File: src/rtl/alu_pkg.sv
// Shared definitions for the sequential ALU: opcode encodings and FSM states.
package alu_pkg;

  localparam logic [3:0] OP_ADD  = 4'h0;
  localparam logic [3:0] OP_SUB  = 4'h1;
  localparam logic [3:0] OP_SHR  = 4'h2;
  localparam logic [3:0] OP_SHL  = 4'h3;
  localparam logic [3:0] OP_ROR  = 4'h4;
  localparam logic [3:0] OP_ROL  = 4'h5;
  localparam logic [3:0] OP_AND  = 4'h6;
  localparam logic [3:0] OP_OR   = 4'h7;
  localparam logic [3:0] OP_MUL  = 4'h8;
  localparam logic [3:0] OP_DIV  = 4'h9;
  localparam logic [3:0] OP_NEG  = 4'hA;
  localparam logic [3:0] OP_NOT  = 4'hB;
  localparam logic [3:0] OP_SHRA = 4'hC;

  typedef enum logic [1:0] {
    ST_IDLE = 2'd0,
    ST_MUL  = 2'd1,
    ST_DIV  = 2'd2
  } state_t;

endpackage

File: src/rtl/booth_mul_iter.sv
// Iterative signed radix-2 Booth multiplier datapath, one bit per step.
// The accumulator carries one guard bit so that subtracting the most
// negative multiplicand cannot overflow. next_hi/next_lo expose the
// product as it will be after the current step, so the owner can capture
// the final product on the same edge that completes the last step.
module booth_mul_iter #(
  parameter int WIDTH = 32
) (
  input  logic             clock,
  input  logic             reset_n,
  input  logic             load,
  input  logic             step,
  input  logic [WIDTH-1:0] multiplicand,
  input  logic [WIDTH-1:0] multiplier,
  output logic [WIDTH-1:0] next_hi,
  output logic [WIDTH-1:0] next_lo
);

  logic [WIDTH:0]   acc;
  logic [WIDTH:0]   mcand;
  logic [WIDTH-1:0] mq;
  logic             q_m1;

  logic [WIDTH:0]   sum;
  logic [WIDTH:0]   acc_next;
  logic [WIDTH-1:0] mq_next;

  // Booth recode of the current multiplier bit pair, then arithmetic shift right
  always_comb begin
    sum = acc;
    case ({mq[0], q_m1})
      2'b01:   sum = acc + mcand;
      2'b10:   sum = acc - mcand;
      default: sum = acc;
    endcase
    acc_next = {sum[WIDTH], sum[WIDTH:1]};
    mq_next  = {sum[0], mq[WIDTH-1:1]};
  end

  assign next_hi = acc_next[WIDTH-1:0];
  assign next_lo = mq_next;

  // Datapath registers: load clears the accumulator, step advances one bit
  always_ff @(posedge clock or negedge reset_n) begin
    if (!reset_n) begin
      acc   <= '0;
      mcand <= '0;
      mq    <= '0;
      q_m1  <= 1'b0;
    end else if (load) begin
      acc   <= '0;
      mcand <= {multiplicand[WIDTH-1], multiplicand};
      mq    <= multiplier;
      q_m1  <= 1'b0;
    end else if (step) begin
      acc   <= acc_next;
      mq    <= mq_next;
      q_m1  <= mq[0];
    end
  end

endmodule

File: src/rtl/seq_alu.sv
// Clocked ALU with start/busy/done handshake. Logic, arithmetic, shift and
// rotate ops complete on the start edge; MUL and DIV iterate WIDTH cycles.
// ZHI/ZLO only change on a completion, so intermediate state never leaks.
module seq_alu
  import alu_pkg::*;
#(
  parameter int WIDTH = 32,
  parameter int SHW   = $clog2(WIDTH)
) (
  input  logic             clock,
  input  logic             reset_n,
  input  logic             start,
  input  logic [3:0]       op,
  input  logic [WIDTH-1:0] Ra,
  input  logic [WIDTH-1:0] Rb,
  output logic             busy,
  output logic             done,
  output logic             div_zero,
  output logic [WIDTH-1:0] ZHI,
  output logic [WIDTH-1:0] ZLO
);

  state_t           state;
  logic [SHW-1:0]   iter_cnt;
  logic             last_iter;

  logic [SHW-1:0]     amt;
  logic [2*WIDTH-1:0] ror_ext;
  logic [2*WIDTH-1:0] rol_ext;
  logic [WIDTH-1:0]   sc_lo;

  logic             mul_load;
  logic             mul_step;
  logic [WIDTH-1:0] mul_hi;
  logic [WIDTH-1:0] mul_lo;

  logic [WIDTH-1:0] ra_mag;
  logic [WIDTH-1:0] rb_mag;
  logic [WIDTH-1:0] div_rem;
  logic [WIDTH-1:0] div_quo;
  logic [WIDTH-1:0] div_dvs;
  logic             div_qneg;
  logic             div_rneg;
  logic [WIDTH:0]   div_shift;
  logic             div_fit;
  logic [WIDTH-1:0] div_rem_next;
  logic [WIDTH-1:0] div_quo_next;
  logic [WIDTH-1:0] div_lo_final;
  logic [WIDTH-1:0] div_hi_final;

  assign last_iter = (iter_cnt == SHW'(WIDTH - 1));
  assign amt       = Rb[SHW-1:0];

  // Single-cycle results, computed straight from the live operands
  always_comb begin
    ror_ext = {Ra, Ra} >> amt;
    rol_ext = {Ra, Ra} << amt;
    sc_lo   = '0;
    case (op)
      OP_ADD:  sc_lo = Ra + Rb;
      OP_SUB:  sc_lo = Ra - Rb;
      OP_SHR:  sc_lo = Ra >> amt;
      OP_SHL:  sc_lo = Ra << amt;
      OP_ROR:  sc_lo = ror_ext[WIDTH-1:0];
      OP_ROL:  sc_lo = rol_ext[2*WIDTH-1:WIDTH];
      OP_AND:  sc_lo = Ra & Rb;
      OP_OR:   sc_lo = Ra | Rb;
      OP_NEG:  sc_lo = -Rb;
      OP_NOT:  sc_lo = ~Rb;
      OP_SHRA: sc_lo = $signed(Ra) >>> amt;
      default: sc_lo = '0;
    endcase
  end

  assign mul_load = (state == ST_IDLE) && start && (op == OP_MUL);
  assign mul_step = (state == ST_MUL);

  booth_mul_iter #(.WIDTH(WIDTH)) u_mul (
    .clock        (clock),
    .reset_n      (reset_n),
    .load         (mul_load),
    .step         (mul_step),
    .multiplicand (Ra),
    .multiplier   (Rb),
    .next_hi      (mul_hi),
    .next_lo      (mul_lo)
  );

  assign ra_mag = Ra[WIDTH-1] ? -Ra : Ra;
  assign rb_mag = Rb[WIDTH-1] ? -Rb : Rb;

  // One restoring-divide step on magnitudes, plus sign fix-up of the final result
  always_comb begin
    div_shift    = {div_rem, div_quo[WIDTH-1]};
    div_fit      = (div_shift >= {1'b0, div_dvs});
    div_rem_next = div_fit ? WIDTH'(div_shift - {1'b0, div_dvs}) : div_shift[WIDTH-1:0];
    div_quo_next = {div_quo[WIDTH-2:0], div_fit};
    div_lo_final = div_qneg ? -div_quo_next : div_quo_next;
    div_hi_final = div_rneg ? -div_rem_next : div_rem_next;
  end

  // Control FSM with registered handshake and result outputs
  always_ff @(posedge clock or negedge reset_n) begin
    if (!reset_n) begin
      state    <= ST_IDLE;
      iter_cnt <= '0;
      busy     <= 1'b0;
      done     <= 1'b0;
      div_zero <= 1'b0;
      ZHI      <= '0;
      ZLO      <= '0;
      div_rem  <= '0;
      div_quo  <= '0;
      div_dvs  <= '0;
      div_qneg <= 1'b0;
      div_rneg <= 1'b0;
    end else begin
      done <= 1'b0;
      case (state)
        ST_IDLE: begin
          if (start) begin
            div_zero <= 1'b0;
            if (op == OP_MUL) begin
              state    <= ST_MUL;
              busy     <= 1'b1;
              iter_cnt <= '0;
            end else if (op == OP_DIV && Rb != '0) begin
              state    <= ST_DIV;
              busy     <= 1'b1;
              iter_cnt <= '0;
              div_rem  <= '0;
              div_quo  <= ra_mag;
              div_dvs  <= rb_mag;
              div_qneg <= Ra[WIDTH-1] ^ Rb[WIDTH-1];
              div_rneg <= Ra[WIDTH-1];
            end else if (op == OP_DIV) begin
              ZLO      <= '1;
              ZHI      <= Ra;
              div_zero <= 1'b1;
              done     <= 1'b1;
            end else begin
              ZLO  <= sc_lo;
              ZHI  <= '0;
              done <= 1'b1;
            end
          end
        end
        ST_MUL: begin
          if (last_iter) begin
            ZHI   <= mul_hi;
            ZLO   <= mul_lo;
            busy  <= 1'b0;
            done  <= 1'b1;
            state <= ST_IDLE;
          end else begin
            iter_cnt <= iter_cnt + 1'b1;
          end
        end
        ST_DIV: begin
          div_rem <= div_rem_next;
          div_quo <= div_quo_next;
          if (last_iter) begin
            ZHI   <= div_hi_final;
            ZLO   <= div_lo_final;
            busy  <= 1'b0;
            done  <= 1'b1;
            state <= ST_IDLE;
          end else begin
            iter_cnt <= iter_cnt + 1'b1;
          end
        end
        default: begin
          state <= ST_IDLE;
          busy  <= 1'b0;
        end
      endcase
    end
  end

endmodule

File: config.mk
export PLATFORM = sky130hd
export DESIGN_NAME = seq_alu
export DESIGN_NICKNAME = d
export VERILOG_FILES = /design/src/rtl/alu_pkg.sv /design/src/rtl/booth_mul_iter.sv /design/src/rtl/seq_alu.sv
export SDC_FILE = /design/constraint.sdc
export NUM_CORES = 2
export LEC_CHECK = 0
export CAP_MARGIN = 10
export CELL_PAD_IN_SITES_DETAIL_PLACEMENT = 1
export CELL_PAD_IN_SITES_GLOBAL_PLACEMENT = 1
export CORE_MARGIN = 2
export CORE_UTILIZATION = 43
export CTS_CLUSTER_DIAMETER = 80
export DETAILED_ROUTE_END_ITERATION = 8
export PLACE_DENSITY_LB_ADDON = 0.2
export SLEW_MARGIN = 0
export SYNTH_ARGS = -nofsm -noshare
export SYNTH_HDL_FRONTEND = slang
export SYNTH_SLANG_ARGS = --single-unit
export TNS_END_PERCENT = 1
File: constraint.sdc
create_clock -name clock -period 10.9 [get_ports clock]
set_input_delay 2.18 -clock clock [delete_from_list [all_inputs] [get_ports clock]]
set_output_delay 2.18 -clock clock [all_outputs]
set_load 0.005 [all_outputs]
# Yosys cells after proc, flatten, opt, wreduce, memory -nomap -nowiden
# Cells that the tools add are included.
# word_totals
reg_bits	270
in_bits	71
out_inout_bits	67
word_cells	138
# classes
add_sub_neg	10
magnitude_cmp	1
eq_ne	26
shift	5
n_mux	58
bitwise	5
n_reduce_logical	17
# op_table
operator	n
32-bit two-way mux	25
32-bit one-hot mux with 11 select lines	1
32-bit one-hot mux with 3 select lines	2
32-bit negator	4
32-bit one-hot mux with 2 select lines	2
33-bit two-way mux	2
33-bit one-hot mux with 2 select lines	1
64-bit by 5-bit left shift with 64-bit output	1
64-bit by 5-bit >> shifter with 32-bit output	1
32-bit subtractor	2
33-bit adder	1
33-bit by 32-bit greater-or-equal comparator with 1-bit output	1
33-bit subtractor	1
32-bit adder	1
32-bit AND	1
32-bit NOT	1
32-bit bitwise OR	1
32-bit nonzero test	1
32-bit by 5-bit left shift with 32-bit output	1
32-bit by 5-bit >> shifter with 32-bit output	1
32-bit by 5-bit >>> shifter with 32-bit output	1
4-bit == test (second input constant)	5
5-bit two-way mux	4
4-bit by 3-bit == test with 1-bit output (second input constant)	4
other kinds (26)	57

# Longest topological paths before layout
# depth
word_depth	7
ltp_mapped	24
mapped_depth_nobuf	21

# By module
# A second synthesis with hierarchy kept.
# hier_totals
hier_cells	3811
hier_area_um2	28162.0
# by_module_without_submodules
module	n_inst	cells_per_inst	area_per_inst_um2	seq_area_each_um2
seq_alu	1	2994	21079.0	4304.1
booth_mul_iter	1	817	7083.0	2427.3

# Worst setup path after synthesis
# OpenSTA, ideal clock, no wires.
# synth_path
path_kind	in2reg
start	input port Rb[1]
end	register ZLO[31]
setup_time_ns	0.120
t_arrival_ns	7.306
required_time_ns	10.780
path_slack_ns	3.473
path_stages	22
n_path_buf	2
path_cell_list	inv_1 > clkbuf_1 > buf_1 > ha_1 > or3b_2 > nor3_1 > nand3_1 > nor2_1 > nor2_1 > xnor2_1 > ha_1 > a21o_1 > a21o_1 > a21o_1 > a21o_1 > a2111o_1 > o221ai_1 > o311ai_0 > a21o_1 > a21oi_1 > xnor2_1 > a41o_1
# synth_via
elab_chain_len	7
word_cells_on_any_way	18
classes_between	add/sub (3); eq/ne (1); shift (5); mux (6); reduce/logical (3)
# synth_rtl
item	line	rtl
start: declaration	seq_alu.sv:15	input logic [WIDTH-1:0] Rb,
32-bit negator (tied with other cells)	seq_alu.sv:68	OP_NEG: sc_lo = -Rb;
32-bit one-hot mux with 11 select lines	seq_alu.sv:59	case (op)
32-bit two-way mux	seq_alu.sv:136	end else if (op == OP_DIV) begin
32-bit two-way mux	seq_alu.sv:127	end else if (op == OP_DIV && Rb != '0) begin
32-bit two-way mux	seq_alu.sv:123	if (op == OP_MUL) begin
32-bit two-way mux	seq_alu.sv:121	if (start) begin
32-bit one-hot mux with 3 select lines	seq_alu.sv:119	case (state)
end signal: assignment	seq_alu.sv:142	ZLO <= sc_lo;
end signal: assignment	seq_alu.sv:151	ZLO <= mul_lo;
end signal: assignment	seq_alu.sv:164	ZLO <= div_lo_final;
end: declaration	seq_alu.sv:20	output logic [WIDTH-1:0] ZLO
# Several ways; a longest one is shown, not always the timed one. The select of a mux whose other input is x is not followed.
# A chain may end at the register's enable or synchronous reset.

# Worst setup path after layout
# layout_path
start	input port Rb[0]
end	register ZLO[30]
# Same word-level chain as after synthesis.

==> summary.md <==
| Metric | Value |
|---|---|
| Simple-gate share of the synthesized area | `20.42%` |
| Max_cap viols | `0` |
| H-tree depth | `2` |
| Synth Area per Inst | `7.385 um2` |
| CTS clk-pin slew, worst paths | `0.06 ns` |
| Clock Tree Buf Depth | `3` |
| Top FF cell, synth | `dfrtp_1` |
| Top-count cell post-synth | `nand2_1` |
| Synth top area share | `24.47%` |
| CP Capture Type | `register` |
| Post-Syn Area | `27,510 um2` |
| CP max FO | `7` |
| Hold/Removal Path Class | `reg -> reg` |
| Final Max Slew Viols | `0` |
| Worst EP required | `11.41 ns` |
| Largest net degree at the start of global routing | `177` |
| Hold slack final | `0.4708 ns` |
| Die width | `256.9 um` |
| Worst rel slew slack | `14.54%` |
| Clk_skew | `0.02592 ns` |
| Multiplexer share of the synthesized area | `6.950%` |
| RSZ-0062 raised after global routing | `false` |
| Layout cells sized above 1 | `7.474%` |
| Fmax | `129.6 MHz` |
| Xor/xnor share of the synthesized area | `8.628%` |
| Post-synthesis compound-gate area fraction | `28.66%` |
| DRT iter0 DRCs | `3,047` |
| Pwr/cell area | `280.6 nW/um2` |
| Drt pass-1 iters | `5` |
| CTS sink cnt | `269` |
| Area grow syn2layout | `11.81%` |
| Die Area | `66,010 um2` |
| Nets | `3,862` |
| Synth Instances | `3,725` |
| CP Launch Type | `input port` |
| GRT overflow | `0` |
| Core area | `63,200 um2` |
| Tcrit/Tclk final | `70.80%` |
| Synthesized-area fraction occupied by adder cells | `5.358%` |
| Num CTS Buffers | `39` |
| Final hold violation count | `0` |
| Final design instance area without fill | `30,760 um2` |
| WL/cell | `31.16 um` |
| Run status | `complete, no violations` |
| Post-CTS sizing | `0` |
| Synthesized Nets | `3,912` |
| Worst Tran Pin Value | `1.279 ns` |
| Critical path type | `in -> reg` |
| Most frequent cells after synthesis | `nand2_1, o21ai_0, nor2_1` |
| Rows | `92` |
| Overall routing resource usage | `41.96%` |
| Ports | `138` |
| Die height | `256.9 um` |
| Arrival @ worst endpoint | `8.23 ns` |
| # Post-CTS Setup Buffers | `0` |
| ANT nets after route | `0` |
| Yosys warns | `0` |
| Worst Hold Launch | `ZLO[24]` |
| Cell taking the most area after synthesis | `dfrtp_1` |
| Clk Latency, worst-skew pair | `0.59 ns` |
| Largest family of logic cells by synthesized area | `compound AO/OA/AOI/OAI gates` |
| CTS Hold Bufs | `0` |
| Placed inst area | `29,410 um2` |
| Setup_tns | `0 ns` |
| CTS root buf | `clkbuf_16` |
| Vias in the first global route | `30,440` |
| Hpwl dp | `104,400 um` |
| CTS tree | `yes` |
| Placer congestion estimate | `1.098` |
| WL final | `141,900 um` |
| First-pass GRT wire length | `207,300 um` |
| Initial Util | `43.53%` |
| Vias/cell | `6.670` |
| Asr flop ratio synth | `100.0%` |
| Worst flop-to-flop path startpoint | `div_dvs[26]` |
| Max rail drop VDD | `0.1743 mV` |
| Routed vias | `30,370` |
| Count of state elements after synthesis | `269` |
| Fillcell total | `7,796` |
| Initial antenna violation count | `6` |
| Post-layout util | `48.67%` |
| Post-synthesis cell type count | `95` |
| Buffers on Ports | `137` |
| EDFF count, synth | `0` |
| Part of the Yosys area used for sequential elements | `24.47%` |
| Ranking of synthesized cells by area | `dfrtp_1, o21ai_0, nand2_1, a21oi_1, ha_1` |
| Crit path time final | `7.717 ns` |
| LEAKAGE | `12.65 nW` |
| Setup violators final | `0` |
| Critical Path Source | `Rb[0]` |
| DRC violations left | `0` |
-- cell usage in the layout, fill, tap and decap left out, types with 29 or more instances in the layout --
| cell type | netlist | final |
|---|---|---|
| a211oi_1 | 29 | 29 |
| a21boi_0 | 41 | 41 |
| a21o_1 | 53 | 52 |
| a21oi_1 | 327 | 325 |
| a31oi_1 | 35 | 35 |
| buf_4 | 3 | 76 |
| clkbuf_16 | 0 | 39 |
| clkdlybuf4s50_1 | 0 | 130 |
| dfrtp_1 | 269 | 269 |
| ha_1 | 113 | 109 |
| inv_1 | 86 | 83 |
| mux2_2 | 60 | 60 |
| mux2i_1 | 119 | 119 |
| nand2_1 | 518 | 518 |
| nand2b_1 | 46 | 46 |
| nand3_1 | 59 | 58 |
| nor2_1 | 353 | 349 |
| nor3_1 | 60 | 59 |
| o2111ai_1 | 62 | 62 |
| o211ai_1 | 40 | 40 |
| o21ai_0 | 391 | 390 |
| o31ai_1 | 39 | 39 |
| or3_1 | 40 | 40 |
| xnor2_1 | 161 | 161 |
| xor2_1 | 110 | 110 |
-- where the power goes --
group / switching, W / total, W / leakage, nW / internal (W)
sequential: 0.000428 / 0.00185 / 3.38 / 0.00142
combinational: 0.00347 / 0.00543 / 8.62 / 0.00196
clock: 0.000560 / 0.00135 / 0.659 / 0.000793
-- worst paths after layout --
path                       slack (ns)  cells after the start      endpoint
min                              0.47                      2       ZLO[24]
min in group asynchronous        1.66                      1  u_mul.mq[17]
max in group asynchronous        7.65                      2   div_quo[20]
max                              3.18                     22       ZLO[30]
max reg2reg                      4.44                     21       ZHI[20]
min reg2reg                      0.47                      2       ZLO[24]
-- sequential cells by signal, indices dropped and copies added (netlist names), 2 cells and up --
signal and flops:
u_mul.acc 32, iter_cnt 5, u_mul.mq 32, ZHI 32, u_mul.mcand 32, div_dvs 32
div_rem 32, ZLO 32, state 2, div_quo 32
-- final cells by class --
| type | instances | area, um2 | share of cell area [%] |
|---|---|---|---|
| well taps | 846 | 1059 | 3.442 |
| repair buffers | 211 | 1922 | 6.248 |
| clock buffers | 51 | 1101 | 3.580 |
| inverters | 89 | 334.1 | 1.086 |
| diodes | 1 | 2.502 | 0.008136 |
| flip-flops and latches | 269 | 6731 | 21.89 |
| clock inverters | 21 | 245.2 | 0.7973 |
| multi-input cells | 3065 | 19360 | 62.95 |
-- logic make-up after synthesis --
family | after synthesis
adders and majority gates | 116
AOI/OAI and AO/OA | 1251
and+or+nand+nor | 1246
muxes | 181
xor gates and xnor gates | 271
DFF | 269
buffers and inverters | 391
-- routing by layer --
layer / GRT usage [%] / share of wire, % / vias up / wire, um
met5: 0 / 0.013 / - / 18
met3: 6.757 / 8.0 / 452 / 11330
met2: 65.12 / 44 / 1483 / 61770
met4: 32.06 / 9.2 / 2 / 13060
met1: 52.31 / 39 / 15120 / 55720
li1: - / - / 13310 / -
-- stage by stage --
stage	total power (W)	worst slack, ns	std cells
floorplan	0.005166	3.473	3725
global placement	0.006888	2.811	4480
detailed placement	0.007096	2.668	4480
CTS	0.008502	3.273	4552
global route	0.009130	2.884	4552
finish	0.008631	3.183	4553
-- critical path, stage by stage --
cell and delay, ns:
buf_4 0.14, inv_1 0.18, ha_1 0.38, or3b_2 0.55
nor3_1 0.86, nand2_1 0.29, nor2_1 0.28, nand2_1 0.16
nand2_1 0.11, xor2_1 0.19, ha_1 0.32, a21o_1 0.18
a21oi_1 0.17, nand2_1 0.09, a211oi_1 0.43, o21ai_0 0.24
a31oi_1 0.33, o21ai_0 0.18, a2111oi_0 0.52, nor3_1 0.14
xnor2_1 0.14, o21ai_0 0.15
Power figures use the tool's default switching activity.
